==> src/rtl/bcd_convert_ctrl_pkg.sv <==
// Shared state encoding and digit-adjust constants for the sequential
// binary-to-BCD (double dabble) converter.
package bcd_convert_ctrl_pkg;

    typedef enum logic [1:0] {
        ST_IDLE   = 2'd0,
        ST_ADJUST = 2'd1,
        ST_SHIFT  = 2'd2,
        ST_DONE   = 2'd3
    } state_e;

    localparam logic [3:0] ADJ_THRESH = 4'd5;
    localparam logic [3:0] ADJ_ADD    = 4'd3;

    function automatic logic [3:0] adjust_digit(input logic [3:0] digit);
        return (digit >= ADJ_THRESH) ? digit + ADJ_ADD : digit;
    endfunction

endpackage

==> src/rtl/bcd_convert_ctrl_digit_adj.sv <==
// Per-digit add-3 correction applied before each shift of the scratch BCD.
module bcd_digit_adj
    import bcd_convert_ctrl_pkg::*;
(
    input  logic [3:0] digit_i,
    output logic [3:0] digit_o
);

    assign digit_o = adjust_digit(digit_i);

endmodule

==> src/rtl/bcd_convert_ctrl.sv <==
// Sequential binary-to-BCD converter: one ADJUST and one SHIFT cycle per input
// bit, result and overflow registered together with a one-cycle done pulse.
//
// state  | meaning
// IDLE   | waiting for start, last result held on bcd_out_o
// ADJUST | add 3 to every scratch digit >= 5
// SHIFT  | shift {scratch, binary} left, collect carry out of the top digit
// DONE   | result presented, done_o high for this single cycle
module bcd_convert_ctrl
    import bcd_convert_ctrl_pkg::*;
#(
    parameter int BIN_W  = 8,
    parameter int DIGITS = 3
) (
    input  logic                  clk_i,
    input  logic                  reset_i,
    input  logic                  start_i,
    input  logic [BIN_W-1:0]      bin_in_i,
    output logic                  busy_o,
    output logic                  done_o,
    output logic [4*DIGITS-1:0]   bcd_out_o,
    output logic                  overflow_o
);

    localparam int CNT_W = $clog2(BIN_W + 1);
    localparam int BCD_W = 4 * DIGITS;
    localparam logic [CNT_W-1:0] CNT_ONE  = CNT_W'(1);
    localparam logic [CNT_W-1:0] CNT_LOAD = CNT_W'(BIN_W);

    state_e                   state_q;
    logic [BIN_W-1:0]         shift_q;
    logic [BCD_W-1:0]         scratch_q;
    logic [CNT_W-1:0]         cnt_q;
    logic                     ovf_acc_q;
    logic                     busy_q;
    logic                     done_q;
    logic [BCD_W-1:0]         bcd_q;
    logic                     ovf_q;

    logic [BCD_W-1:0]         scratch_adj_d;
    logic [BCD_W+BIN_W-1:0]   shifted_d;
    logic                     ovf_next_d;

    for (genvar k = 0; k < DIGITS; k++) begin : g_adj
        bcd_digit_adj u_adj (
            .digit_i (scratch_q[4*k +: 4]),
            .digit_o (scratch_adj_d[4*k +: 4])
        );
    end

    assign shifted_d  = {scratch_q, shift_q} << 1;
    // The bit leaving the top digit is a decimal carry past 10^DIGITS-1.
    assign ovf_next_d = ovf_acc_q | scratch_q[BCD_W-1];

    always_ff @(posedge clk_i) begin
        if (reset_i) begin
            state_q   <= ST_IDLE;
            shift_q   <= '0;
            scratch_q <= '0;
            cnt_q     <= '0;
            ovf_acc_q <= 1'b0;
            busy_q    <= 1'b0;
            done_q    <= 1'b0;
            bcd_q     <= '0;
            ovf_q     <= 1'b0;
        end else begin
            done_q <= 1'b0;
            case (state_q)
                ST_IDLE: begin
                    if (start_i) begin
                        shift_q   <= bin_in_i;
                        scratch_q <= '0;
                        ovf_acc_q <= 1'b0;
                        cnt_q     <= CNT_LOAD;
                        busy_q    <= 1'b1;
                        state_q   <= ST_ADJUST;
                    end
                end
                ST_ADJUST: begin
                    scratch_q <= scratch_adj_d;
                    state_q   <= ST_SHIFT;
                end
                ST_SHIFT: begin
                    scratch_q <= shifted_d[BCD_W+BIN_W-1:BIN_W];
                    shift_q   <= shifted_d[BIN_W-1:0];
                    ovf_acc_q <= ovf_next_d;
                    cnt_q     <= cnt_q - CNT_ONE;
                    // Result is registered on entry to DONE so it is valid with done_o.
                    if (cnt_q == CNT_ONE) begin
                        bcd_q   <= shifted_d[BCD_W+BIN_W-1:BIN_W];
                        ovf_q   <= ovf_next_d;
                        done_q  <= 1'b1;
                        state_q <= ST_DONE;
                    end else begin
                        state_q <= ST_ADJUST;
                    end
                end
                ST_DONE: begin
                    busy_q  <= 1'b0;
                    state_q <= ST_IDLE;
                end
                default: state_q <= ST_IDLE;
            endcase
        end
    end

    assign busy_o     = busy_q;
    assign done_o     = done_q;
    assign bcd_out_o  = bcd_q;
    assign overflow_o = ovf_q;

endmodule
==> config.mk <==
export PLATFORM = sky130hd
export DESIGN_NAME = bcd_convert_ctrl
export DESIGN_NICKNAME = d
export VERILOG_FILES = /design/src/rtl/bcd_convert_ctrl_pkg.sv /design/src/rtl/bcd_convert_ctrl_digit_adj.sv /design/src/rtl/bcd_convert_ctrl.sv
export SDC_FILE = /design/constraint.sdc
export NUM_CORES = 1
export LEC_CHECK = 0
export CELL_PAD_IN_SITES_DETAIL_PLACEMENT = 1
export CELL_PAD_IN_SITES_GLOBAL_PLACEMENT = 1
export CORE_MARGIN = 8
export CORE_UTILIZATION = 36
export DETAILED_ROUTE_END_ITERATION = 7
export MAX_ROUTING_LAYER = met4
export PLACE_DENSITY = 0.79
export SYNTH_ARGS = -nofsm -noshare
export SYNTH_HDL_FRONTEND = slang
export SYNTH_HIERARCHICAL = 1
export SYNTH_SLANG_ARGS = --single-unit
==> constraint.sdc <==
create_clock -name clk_i -period 5.15 [get_ports clk_i]
set_clock_uncertainty 0.2 [all_clocks]
set_input_delay 1.03 -clock clk_i [delete_from_list [all_inputs] [get_ports clk_i]]
set_output_delay 1.03 -clock clk_i [all_outputs]
set_load 0.02 [all_outputs]
==> impl_metrics.tcl <==
set metrics [dict create \
    ys_ff_latch 42 \
    synth.net_count 276 \
    rsz0062_at_grt "no" \
    slowest_delay_ns 0.49 \
    synth_top_area_cell "dfxtp_1" \
    cp.arrival_ns 2.57 \
    final_hold_viol_count 0 \
    power.total_uw 808.7 \
    tritoncts "built" \
    cts_setup_buffers 0 \
    final_nets 296 \
    cts_sinks 42 \
    relSlewSlack_pct 52.29 \
    cp-start-kind "input port" \
    clk_latency_ns 0.30 \
    numPortBuffers 25 \
    cp-startpoint "start_i" \
    layout_common_cells "nand2_1, dfxtp_1, nor2_1, clkdlybuf4s50_1, a21oi_1" \
    synth_cell_types 30 \
    yosys_warnings 6 \
    rr_worst_depth 6 \
    core_mm2 0.005781 \
    final_max_slew_viol_count 0 \
    post-route-period-util_pct 49.18 \
    rows 28 \
    synth.cell_area_mm2 0.002098 \
    ioPinCount 26 \
    die_w_um 92.35 \
    die-area_mm2 0.008528 \
    leakage_uw 0.0008857 \
    synthMuxAreaShare_pct 4.770 \
    critPathCaptureType "flop" \
    drc 0 \
    synthToLayoutAreaGrowth_pct 18.31 \
    clk_pin_slew_ns 0.08 \
    avgSynthCellArea_um2 8.326 \
    hp-class "flop to flop" \
    hold_path_end "shift_q[0]" \
    hold_buffers 0 \
    period_needed_ns 2.533 \
    wire_per_inst_um 13.93 \
    gr-total-overflow 0 \
    synth_compound_area_share_pct 22.78 \
    syn_inst 252 \
    finalSetupViolations 0 \
    tightestPinTransition_ns 0.7156 \
    r2r_setup_slack_ns 3.02 \
    max-vdd-ir-drop_v 0.0002117 \
    numCtsBuffers 5 \
    crit-reg2reg-capture "scratch_q[3]" \
    gp_congestion 0.7744 \
    drt_iter0_drc 67 \
    rr_startpoint "state_q[0]" \
    grt_usage_pct 12.55 \
    htree_levels 2 \
    synthXorXnorAreaFrac_pct 1.252 \
    start_util_pct 36.30 \
    grt_pass1_vias 1885 \
    cp_slowest_cell "clkdlybuf4s50_1" \
    ant_nets 0 \
    drtPass1Iterations 4 \
    layout-drive-gt1-share_pct 6.593 \
    grt_start_max_net_pins 30 \
    cts-root-buf "clkbuf_8" \
    diodes 0 \
    vias 1824 \
    cts.repair.resized 0 \
    dp_hpwl_um 3335 \
    synth-simple-area-share_pct 18.25 \
    vias_per_cell 5.241 \
    seq_area_frac_synth_pct 40.07 \
    clk_path_buf_depth 2 \
    synth_top_cells_by_area "dfxtp_1, ha_1, nand2_1, a2bb2oi_1, nor2_1" \
    nFillCells 706 \
    cp_max_fo 12 \
    fin_setup_tns_ns 0 \
    max_freq_ghz 0.3948 \
    routed_wirelength_um 4846 \
    path_class "input port to flop" \
    whs_path_depth 2 \
    path_cells "clkdlybuf4s50_1 -> nand2b_1 -> nand2_1 -> a2bb2oi_1 -> nor2_1" \
    min_from "shift_q[0]" \
    synth_top_area_share_pct 40.07 \
    worstPathRequired_ns 5.18 \
    cap_viol_max_count 0 \
    outcome "complete, no violations" \
    grt_pass1_wl_um 8576 \
    p_per_area_mw_per_mm2 325.8 \
    synthAdderAreaFrac_pct 7.752 \
    die-height_um 92.35 \
    grt_antenna_before_repair 0 \
    synth_top_family_by_area "compound AO/OA/AOI/OAI gates" \
]
## report_power, final
group          switching [uW]  internal [uW]  total (uW)
combinational             131           83.3         215
clock                     116            108         224
sequential               20.1            350         370
## per-layer routing
layer	GRT usage, %	part of all wire [%]	vias to the layer above
li1	-	-	909
met5	-	0	-
met1	13.58	46	877
met2	21.63	48	34
met4	2.953	0.85	0
met3	4.288	4.4	4
## worst max-delay path by stage
stage,end,slack (ns),cells after the start
after global routing,scratch_q[2],2.48,5
after floorplan,scratch_q[0],3.06,6
after detailed placement,scratch_q[3],2.28,5
final,scratch_q[3],2.62,5
after CTS,scratch_q[3],2.60,5
after global placement,scratch_q[10],2.33,5
## synth_stat cells (all sizes together)
| cell | n |
|---|---|
| a211oi | 7 |
| nand3 | 2 |
| o31ai | 1 |
| and3 | 1 |
| xnor2 | 3 |
| a2bb2oi | 14 |
| ha | 13 |
| mux2i | 10 |
| o21ai | 9 |
| nand2b | 7 |
| dfxtp | 42 |
| a21oi | 22 |
| nor4 | 1 |
| inv | 11 |
| nand4 | 1 |
| a311oi | 2 |
| clkbuf | 5 |
| nor3 | 4 |
| buf | 9 |
| nor2b | 2 |
| a22oi | 12 |
| nand2 | 42 |
| nor2 | 32 |
## layout make-up
cell class | instances | area, um^2 | area share [%]
inverters | 11 | 41.29 | 1.663
multi-input cells | 185 | 1150 | 46.32
well taps | 75 | 93.84 | 3.780
flip-flops and latches | 42 | 840.8 | 33.87
clock inverters | 1 | 5.005 | 0.2016
clock buffers | 7 | 86.33 | 3.478
repair buffers | 27 | 265.3 | 10.69
## worst max-delay path: cells and delay by family
| kind | cells | cell delay (ns) |
|---|---|---|
| AOI/OAI and AO/OA | 1 | 0.22 |
| buffers and inverters | 1 | 0.49 |
| and+or+nand+nor | 3 | 0.82 |
## metrics by stage
step	setup slack (ns)	area, um^2	utilization (%)	hold slack [ns]	std cells
2_1_floorplan	3.063	2098	-	0.2316	252
3_3_place_gp	2.329	2391	41.36	0.2430	340
3_5_place_dp	2.283	2391	41.36	0.2485	340
4_1_cts	2.605	2482	42.94	0.2601	348
5_1_grt	2.481	2482	42.94	0.2797	348
6_report	2.617	2482	42.94	0.2544	348
## cells by family (layout without fill, tap and decap cells)
logic type / count (synthesis) / after routing
and+or+nand+nor: 92 / 92
DFF: 42 / 42
adders and majority gates: 13 / 13
AOI/OAI and AO/OA: 67 / 67
xor gates and xnor gates: 3 / 3
muxes: 10 / 10
buffers and inverters: 25 / 46
## state kept, by name (all words and copies together) (netlist names)
signal      cells
busy_o          1
ovf_acc_q       1
scratch_q      12
overflow_o      1
cnt_q           4
state_q         2
bcd_out_o      12
shift_q         8
done_o          1
Power figures use the tool's default switching activity.
